File: src/rtl/pulse_req_tx.sv
// rtl/pulse_req_tx.sv - pulse to 4-phase req/ack handshake transmitter
//
// Turns single-cycle event pulses in the clk domain into a 4-phase req/ack
// handshake toward an unrelated clock domain. One event may be queued behind
// the handshake in flight; further events are dropped and counted.
//
// Parameters:
//   SYNC_STAGES  flops in the ack_in synchronizer chain (2..4)
//   DROP_W       width of drop_cnt (saturating)
// Ports:
//   clk       in   clock, all state updates on posedge
//   rst_n     in   asynchronous active-low reset
//   pulse_in  in   event strobe, clk-synchronous
//   ack_in    in   acknowledge from far domain, asynchronous to clk
//   req_out   out  registered request level to far domain
//   busy      out  1 whenever a handshake is in progress
//   pending   out  one event queued behind the current handshake
//   done      out  1-cycle pulse: handshake completed
//   drop      out  1-cycle pulse: an event was lost
//   drop_cnt  out  saturating count of dropped events
module pulse_req_tx #(
   parameter int SYNC_STAGES = 2,
   parameter int DROP_W      = 8
) (
   input  logic              clk,
   input  logic              rst_n,
   input  logic              pulse_in,
   input  logic              ack_in,
   output logic              req_out,
   output logic              busy,
   output logic              pending,
   output logic              done,
   output logic              drop,
   output logic [DROP_W-1:0] drop_cnt
);

   typedef enum logic [1:0] {
      S_IDLE = 2'd0,
      S_REQ  = 2'd1,
      S_REL  = 2'd2
   } state_t;

   localparam logic [DROP_W-1:0] CNT_ONE = {{(DROP_W-1){1'b0}}, 1'b1};
   localparam logic [DROP_W-1:0] CNT_MAX = {DROP_W{1'b1}};

   state_t                  state;
   state_t                  state_nxt;
   logic [SYNC_STAGES-1:0]  ack_sync;
   logic                    ack_s;
   logic                    rel_exit;
   logic                    req_nxt;
   logic                    pending_nxt;
   logic                    done_nxt;
   logic                    drop_nxt;
   logic [DROP_W-1:0]       cnt_nxt;

   // ack_in is asynchronous; only the last stage is used by the FSM.
   always_ff @(posedge clk or negedge rst_n) begin
      if (!rst_n) begin
         ack_sync <= '0;
      end else begin
         ack_sync <= {ack_sync[SYNC_STAGES-2:0], ack_in};
      end
   end

   assign ack_s = ack_sync[SYNC_STAGES-1];

   // State register; the visible outputs are registered alongside it so that
   // req_out toward the far domain is a clean flop output.
   always_ff @(posedge clk or negedge rst_n) begin
      if (!rst_n) begin
         state    <= S_IDLE;
         req_out  <= 1'b0;
         pending  <= 1'b0;
         done     <= 1'b0;
         drop     <= 1'b0;
         drop_cnt <= '0;
      end else begin
         state    <= state_nxt;
         req_out  <= req_nxt;
         pending  <= pending_nxt;
         done     <= done_nxt;
         drop     <= drop_nxt;
         drop_cnt <= cnt_nxt;
      end
   end

   // Next-state logic
   always_comb begin
      state_nxt = state;
      case (state)
         S_IDLE: if (pulse_in) state_nxt = S_REQ;
         S_REQ:  if (ack_s) state_nxt = S_REL;
         S_REL:  if (!ack_s) state_nxt = (pending || pulse_in) ? S_REQ : S_IDLE;
         default: state_nxt = S_IDLE;
      endcase
   end

   assign rel_exit = (state == S_REL) && !ack_s;
   assign busy     = (state != S_IDLE);

   // Output / queue logic
   always_comb begin
      req_nxt     = (state_nxt == S_REQ);
      done_nxt    = rel_exit;
      pending_nxt = pending;
      drop_nxt    = 1'b0;
      cnt_nxt     = drop_cnt;
      if (rel_exit) begin
         // A queued event starts the new REQ; a simultaneous pulse takes its
         // place in the queue. Without a queued event the pulse starts REQ.
         pending_nxt = pending && pulse_in;
      end else if ((state != S_IDLE) && pulse_in) begin
         if (!pending) begin
            pending_nxt = 1'b1;
         end else begin
            drop_nxt = 1'b1;
            if (drop_cnt != CNT_MAX) cnt_nxt = drop_cnt + CNT_ONE;
         end
      end
   end

endmodule

File: config.mk
export PLATFORM = sky130hd
export DESIGN_NAME = pulse_req_tx
export DESIGN_NICKNAME = d
export VERILOG_FILES = /design/src/rtl/pulse_req_tx.sv
export SDC_FILE = /design/constraint.sdc
export NUM_CORES = 1
export LEC_CHECK = 0
export ABC_AREA = 1
export BUFFER_PORTS_ARGS = -buffer_cell sky130_fd_sc_hd__buf_4
export CELL_PAD_IN_SITES_DETAIL_PLACEMENT = 1
export CELL_PAD_IN_SITES_GLOBAL_PLACEMENT = 1
export CORE_MARGIN = 5
export CORE_UTILIZATION = 40
export CTS_CLUSTER_DIAMETER = 60
export DETAILED_ROUTE_END_ITERATION = 8
export GPL_ROUTABILITY_DRIVEN = 0
export HOLD_SLACK_MARGIN = 0.06
export MAX_ROUTING_LAYER = met4
export PLACE_DENSITY = 0.84
export SLEW_MARGIN = 10
export SYNTH_ARGS = -nofsm -noshare
export SYNTH_HDL_FRONTEND = slang
export SYNTH_SLANG_ARGS = --single-unit
File: constraint.sdc
create_clock -name clk -period 2.7 [get_ports clk]
set_input_delay 0.135 -clock clk [delete_from_list [all_inputs] [get_ports clk]]
set_output_delay 0.135 -clock clk [all_outputs]
set_load 0.02 [all_outputs]
# Word-level counts from Yosys, hierarchy flattened
# Cells that the tools add are included.
dict set report word_totals {
  ff_bits 16
  in_bits 4
  output_inout_bits 13
  word_cells 32
}
dict set report classes {
  addsub 1
  n_eq_ne 4
  mux 10
  n_bitwise 1
  reduce_logical 9
}
# op n
set op_table {}
lappend op_table {{8-bit by 1-bit adder with 8-bit output, second input constant} 1}
lappend op_table {{8-bit inequality test, second input constant} 1}
lappend op_table {{1-bit 2-to-1 mux} 6}
lappend op_table {{2-bit 2-to-1 mux} 3}
lappend op_table {{2-bit one-hot mux with 3 select lines} 1}
lappend op_table {{2-bit by 1-bit equality test with 1-bit output, second input constant} 2}
lappend op_table {{4-bit AND reduction} 1}
lappend op_table {{2-bit nonzero test} 2}
lappend op_table {{1-bit logical AND} 3}
lappend op_table {{2-bit equality test, second input constant} 1}
lappend op_table {{2-bit zero test} 1}
lappend op_table {{1-bit zero test} 1}
lappend op_table {{1-bit logical OR} 1}
lappend op_table {{1-bit inverter} 1}

# Longest topological paths before layout
# Gate-level depths: netlist of run 1.
dict set report logic_depth {
  depth_word 5
  depth_mapped 7
  mapped_depth_nobuf 7
}

# Worst setup path before layout of run 1
# No wires, ideal clock.
dict set report synth_path {
  path_type {reg2reg}
  from {register drop_cnt[1]}
  to {register drop_cnt[2]}
  setup_time_ps 65
  arrival_ps 1241
  required_time_ps 2635
  slack_ps 1394
  stages_incl_launch_ff 8
  synth_period_minus_slack_ps 1306
  path_cell_list {dfrtp_1 -> ha_1 -> nand3_2 -> nor2_2 -> nand2_2 -> nand2_4 -> nand2_1 -> nand2_1}
}
dict set report synth_via {
  elab_chain_len 2
  elab_cells_between_ends 3
  cone_classes {add/sub (1); eq/ne (1); reduce/logical (1)}
}
# item line
set synth_lines {}
lappend synth_lines {{from (decl)} 34} ;# output logic [DROP_W-1:0] drop_cnt
lappend synth_lines {{from (signal assigned)} 84} ;# drop_cnt <= cnt_nxt;
lappend synth_lines {{branches (longest 2 deep; another with 8-bit by 1-bit adder with 8-bit output)} -}
# Several ways; the timed one is not identified.
# A chain may end at the register's enable or synchronous reset.

# Worst setup path after layout of run 1
dict set report layout_path {
  from {register drop_cnt[0]}
  to {register drop_cnt[3]}
}
# The elaborated chain is that of the path after synthesis.

==> results.json, run 1 <==
{
  "synth.area.mux_share_pct": 0,
  "pre_cts_ws_ns": 1.37,
  "synth_compound_area_share_pct": 3.86,
  "clk_latency_ns": 0.28,
  "hold_viol": 0,
  "antenna_found_initial": 0,
  "setup_viol": 0,
  "min_period_ns": 1.33,
  "cp_max_fo": 8,
  "async_flop_share_pct": 100,
  "crit_type": "register to register",
  "drive_above_1_share_pct": 25.2,
  "grt_start_max_net_pins": 17,
  "overflow": 0,
  "finalWorstSetupSlack_ns": 1.37,
  "grt_usage_pct": 16.8,
  "cpMostUsedCell": "nand2_1",
  "seq_area_sq_um": 400,
  "critPathRequiredTime_ns": 2.92,
  "cts_resized": 0,
  "worstPathArrival_ns": 1.55,
  "core.rowCount": 16,
  "whs_path_depth": 3,
  "fill_cells": 250,
  "cts_root_buf": "clkbuf_4",
  "synth_fa_ha_area_share_pct": 1.61,
  "p_leak_nw": 0.517,
  "post_synth.cell_area_avg_sq_um": 8.02,
  "io_buffers": 16,
  "first_iter_violations": 3,
  "start_util_pct": 40.9,
  "end_kind": "register",
  "antennaDiodeCount": 0,
  "yosysSeqAreaShare_pct": 51.4,
  "tightest_slew_ns": 0.245,
  "drc": 0,
  "irDropWorstVdd_mv": 0.492,
  "synth_area_sq_um": 778,
  "nNetsFinal": 125,
  "vias": 674,
  "synth_area_leaders": "dfrtp_1, nand2_1, inv_1, nand3_1, nor2_1",
  "multi_input_area_sq_um": 335,
  "maxCapViolations": 0,
  "post-route-period-util_pct": 49.3,
  "dr_wl_met3_um": 61,
  "cts_buffers": 3,
  "setup-tns-final_ns": 0,
  "h-tree-depth": 1,
  "synth_top_cell_area_share_pct": 51.4,
  "synthTopCellsByCount": "nand2_1, dfrtp_1, inv_1, nand3_1, nor2_1",
  "rsz0062_at_grt": "false",
  "slowest_delay_ns": 0.43,
  "critPathTopFamily": "simple AND/OR/NAND/NOR gates",
  "power.density_nw_per_um2": 958,
  "ys_warn_count": 0,
  "first_global_vias": 752,
  "fmax_mhz": 752,
  "slowest_stage": "dfrtp_1",
  "clk_pin_slew_ns": 0.10,
  "cts_tree": "yes",
  "pin_count": 17,
  "wire_per_inst_um": 12.5,
  "met1_length_um": 786,
  "syn2layout_area_growth_pct": 27.0,
  "clock_sinks": 16,
  "synth_edf_count": 0,
  "crit_buf_inv": 0,
  "synth_flop_cell": "dfrtp_1",
  "dp_hpwl_um": 1460,
  "worstPathCellList": "ha_1, nand3_2, nor2_2, nand2_2, nand2_4, nand2_1, nand2_1",
  "die_x_um": 54.1,
  "yosys.area.top_type": "dfrtp_1",
  "ant_nets": 0,
  "highest_layer": "met4",
  "finalWirelength_um": 1830,
  "yosysMostFrequentCell": "nand2_1",
  "syn-num-nets": 102,
  "fin_skew_ns": 0.00685,
  "netlist-cell-type-count": 17,
  "die_height_um": 54.1,
  "die-area_sq_um": 2930,
  "synth_top_family_by_area": "simple AND/OR/NAND/NOR gates",
  "relSlewSlack_pct": 83.7,
  "grt_pass1_wl_um": 3420,
  "synthSimpleGateAreaFrac_pct": 34.2,
  "coreArea_sq_um": 1900,
  "rr_worst_depth": 7,
  "hold_class": "primary input to register",
  "viasPerCell": 4.62,
  "ys_ff_latch": 16,
  "drtPass1Iterations": 2,
  "cts_max_path_buffers": 2,
  "wl_met2_um": 970,
  "drv_slew": 0,
  "synth_xor_area_share_pct": 3.38,
  "cp.depth": 7,
  "status": "finished, final reports clean",
  "synthCells": 97,
  "cp-start-kind": "register"
}
[worst min-delay path, stage by stage]
cell	delay, ns
buf_4	0.10
nand2_1	0.07
nand3_1	0.08
[registers in the layout, indices dropped and copies added (netlist names)]
register  count
ack_sync      2
done          1
drop          1
drop_cnt      8
pending       1
req_out       1
state         2
[area by class of cell]
class | count | share of cell area (%)
multi-input cells | 70 | 33.9
well taps | 27 | 3.42
flip-flops and latches | 16 | 40.5
repair buffers | 18 | 14.2
inverters | 11 | 4.30
clock buffers | 4 | 3.67
[layer usage]
layer | vias up | track usage, %
met5 | - | -
met4 | 0 | 6.22
met3 | 2 | 3.60
met2 | 11 | 28.6
met1 | 319 | 19.2
li1 | 342 | -
[report_power, final]
part,internal [mW],switching [mW]
Combinational,0.159,0.243
Sequential,0.308,0.0808
Clock,0.0819,0.0740
[per-stage QoR]
step	area [sq um]	utilization [%]	instances	hold WS, ns	total power, mW
after floorplan	778	-	97	-0.161	0.628
after global placement	932	49.0	140	0.00399	0.786
after detailed placement	932	49.0	140	0.00870	0.800
after CTS	988	52.0	146	0.121	0.962
after global routing	988	52.0	146	0.128	1.04
final	988	52.0	146	0.124	0.947
[logic make-up after synthesis]
group / after synthesis
buffers and inverters: 11
adders and majority gates: 1
and+or+nand+nor: 60
xor gates and xnor gates: 3
AOI/OAI and AO/OA: 6
DFF: 16
[placed cells by master (no fill, tap or decap)]
cell | Yosys | layout
xor2_1 | 1 | 1
nand3_1 | 6 | 6
clkinv_2 | 1 | 1
nand2_4 | 1 | 1
ha_1 | 1 | 1
inv_2 | 1 | 1
clkbuf_8 | 0 | 1
xnor2_1 | 2 | 2
nand3_2 | 1 | 1
a21oi_1 | 3 | 3
nor2_1 | 6 | 6
nand2_2 | 2 | 2
nor2_2 | 3 | 3
dfrtp_1 | 16 | 16
o21ai_0 | 3 | 3
dlygate4sd3_1 | 0 | 2
nand2_1 | 40 | 40
inv_1 | 9 | 9
buf_4 | 0 | 16
clkbuf_4 | 0 | 3
nor2_4 | 1 | 1
[timing repair]
action,4_1_cts,5_1_grt
hold endpoints to repair,17,0
hold buffers,2,0
setup buffers,0,0
endpoints found under the setup margin,0,0
[path summary, 6_finish.rpt]
check / to / startpoint / slack, ns
setup / recovery: drop_cnt[3]$_DFFE_PN0P_ / drop_cnt[0]$_DFFE_PN0P_ / 1.37
hold / removal: req_out$_DFF_PN0_ / pulse_in / 0.12
setup reg to reg: drop_cnt[3]$_DFFE_PN0P_ / drop_cnt[0]$_DFFE_PN0P_ / 1.37
hold reg to reg: ack_sync[1]$_DFF_PN0_ / ack_sync[0]$_DFF_PN0_ / 0.36
max in group asynchronous: ack_sync[1]$_DFF_PN0_ / rst_n / 2.26
min in group asynchronous: drop_cnt[7]$_DFFE_PN0P_ / rst_n / 0.25
Note: power is estimated with default switching activity, not from simulation.
==> inputs of run 2 (changes only) <==
--- a/config.mk
+++ b/config.mk
@@ -10,13 +10,13 @@
 export CELL_PAD_IN_SITES_DETAIL_PLACEMENT = 1
 export CELL_PAD_IN_SITES_GLOBAL_PLACEMENT = 1
 export CORE_MARGIN = 5
-export CORE_UTILIZATION = 40
+export CORE_UTILIZATION = 33
 export CTS_CLUSTER_DIAMETER = 60
 export DETAILED_ROUTE_END_ITERATION = 8
 export GPL_ROUTABILITY_DRIVEN = 0
 export HOLD_SLACK_MARGIN = 0.06
 export MAX_ROUTING_LAYER = met4
-export PLACE_DENSITY = 0.84
+export PLACE_DENSITY = 0.75
 export SLEW_MARGIN = 10
 export SYNTH_ARGS = -nofsm -noshare
 export SYNTH_HDL_FRONTEND = slang
==> constraint.sdc (replaced) <==
create_clock -name clk -period 1.1 [get_ports clk]
set_input_delay 0.055 -clock clk [delete_from_list [all_inputs] [get_ports clk]]
set_output_delay 0.055 -clock clk [all_outputs]
set_load 0.02 [all_outputs]
==> run 2 against run 1 <==
Effect of this change: the run now ends with negative setup slack left; routed wire length grew 24%; power grew to 3.0 times the previous value; first-iteration DRC count grew to 2.7 times the previous value; via count grew 15%; hold slack gained 0.014 ns; register-to-register slack lost 1.5 ns; clock power grew to 2.6 times the previous value; sequential power grew 150%; critical path depth shrank 1; non-clock buffer count grew 19; global-route usage shrank 1.9 points; largest cell class unchanged; largest power group unchanged.
==> results.json, run 2 (synthesis results as in run 1) <==
{
  "vias": 775,
  "drtPass1Iterations": 4,
  "setup_viol": 11,
  "power.density_nw_per_um2": 2320,
  "h-tree-depth": 1,
  "coreArea_sq_um": 2230,
  "ant_nets": 0,
  "reg2reg_slack_ns": -0.11,
  "cts_buffers": 3,
  "hold_class": "primary input to async pin",
  "syn2layout_area_growth_pct": 59.3,
  "rsz0062_at_grt": "true",
  "first_iter_violations": 8,
  "worstPathCellList": "ha_4, nand3_4, nor2_4, nor2_4, nand2_1, nand2_1",
  "tightest_slew_ns": 0.244,
  "nNetsFinal": 144,
  "start_util_pct": 34.8,
  "cp-endpoint": "drop_cnt[4]$_DFFE_PN0P_",
  "worstPathArrival_ns": 1.45,
  "min_period_ns": 1.21,
  "die_height_um": 58.6,
  "p_leak_nw": 0.619,
  "grt_usage_pct": 14.9,
  "seq_area_sq_um": 405,
  "cp_max_fo": 8,
  "hold_viol": 0,
  "clock_sinks": 16,
  "grt_pass1_wl_um": 3770,
  "io_buffers": 16,
  "core.rowCount": 17,
  "finalWirelength_um": 2280,
  "overflow": 0,
  "dp_cells": 155,
  "grt_start_max_net_pins": 17,
  "die-area_sq_um": 3430,
  "cts_root_buf": "clkbuf_4",
  "antenna_found_initial": 0,
  "top_register": "drop_cnt",
  "slowest_stage": "dfrtp_2",
  "first_global_vias": 851,
  "relSlewSlack_pct": 83.7,
  "fill_cells": 290,
  "die_x_um": 58.6,
  "crit_type": "register to register",
  "clk_pin_slew_ns": 0.11,
  "maxCapViolations": 0,
  "fin_worst_hold_slack_ns": 0.137,
  "slowest_delay_ns": 0.44,
  "end_kind": "register",
  "largest_register_ffs": 8,
  "dp_hpwl_um": 1510,
  "antennaDiodeCount": 0,
  "final_core_util_pct": 55.5,
  "drc": 0,
  "cts_max_path_buffers": 2,
  "layout_common_cells": "nand2_1, buf_4, dfrtp_1",
  "irDropWorstVdd_mv": 1.38,
  "layout_commonest_cell": "nand2_1",
  "drv_slew": 0,
  "multi_input_area_sq_um": 398,
  "r2r-end": "drop_cnt[4]$_DFFE_PN0P_",
  "violations": "negative setup slack",
  "cts_tree": "yes",
  "top_regs": "drop_cnt: 8 flops, ack_sync: 2 flops, state: 2 flops",
  "finalWorstSetupSlack_ns": -0.107,
  "fmax_mhz": 828,
  "timing.rr.start": "drop_cnt[0]$_DFFE_PN0P_",
  "drive_above_1_share_pct": 45.7,
  "fin_skew_ns": 0.0138,
  "wire_per_inst_um": 13.7,
  "cp-start-kind": "register",
  "status": "finished, violations left",
  "cp-startpoint": "drop_cnt[0]$_DFFE_PN0P_",
  "fin_cells": 166,
  "viasPerCell": 4.67,
  "post-route-period-util_pct": 110,
  "rr_worst_depth": 6,
  "clk_latency_ns": 0.30,
  "pin_count": 17,
  "critPathRequiredTime_ns": 1.35
}
[run 2: cell type report]
| class | instances | share of cell area [%] |
|---|---|---|
| flip-flops and latches | 16 | 32.7 |
| multi-input cells | 70 | 32.1 |
| repair buffers | 37 | 26.0 |
| inverters | 11 | 3.43 |
| clock buffers | 4 | 2.93 |
| well taps | 28 | 2.83 |
[run 2: timing repair]
action	CTS	global route
endpoints found under the hold margin	21	0
pin swaps	13	6
setup endpoints to repair	14	15
gates resized for setup	13	12
hold buffers	3	0
buffers inserted	1	3
[run 2: critical path, delay by kind of cell, from the launching register on]
kind	cells	cell delay [ns]
simple gates	5	0.54
flops	1	0.44
fa+ha+maj	1	0.18
[run 2: worst min path at each step]
stage | cells after the start | slack [ns] | to | start
3_3_place_gp | 1 | -0.08 | ack_sync[0]$_DFF_PN0_ | rst_n
6_report | 2 | 0.14 | drop_cnt[0]$_DFFE_PN0P_ | rst_n
3_5_place_dp | 1 | -0.08 | state[0]$_DFF_PN0_ | rst_n
4_1_cts | 2 | 0.14 | drop_cnt[0]$_DFFE_PN0P_ | rst_n
2_1_floorplan | 0 | -0.24 | ack_sync[0]$_DFF_PN0_ | rst_n
5_1_grt | 2 | 0.17 | drop_cnt[1]$_DFFE_PN0P_ | rst_n
[run 2: stage by stage]
step,area [sq um],total power [mW],setup slack (ns),setup TNS (ns)
5_1_grt,1240,3.09,-0.160,-1.41
3_5_place_dp,1070,2.21,-0.0576,-0.411
2_1_floorplan,806,1.60,-0.0767,-0.592
4_1_cts,1180,2.69,-0.0873,-0.749
3_3_place_gp,1070,2.17,-0.0264,-0.151
6_report,1240,2.88,-0.107,-0.731
[run 2: layer usage]
layer | GRT usage (%) | share of wire [%] | vias up
met5 | - | 0 | -
li1 | - | - | 380
met2 | 24.7 | 47 | 14
met3 | 3.07 | 3.0 | 7
met1 | 17.4 | 48 | 374
met4 | 6.29 | 2.3 | 0
[run 2: report_power, final]
part           total (mW)  internal, mW  switching (mW)
logic                1.52         0.726           0.797
registers           0.955         0.768           0.187
clock network       0.403         0.202           0.201
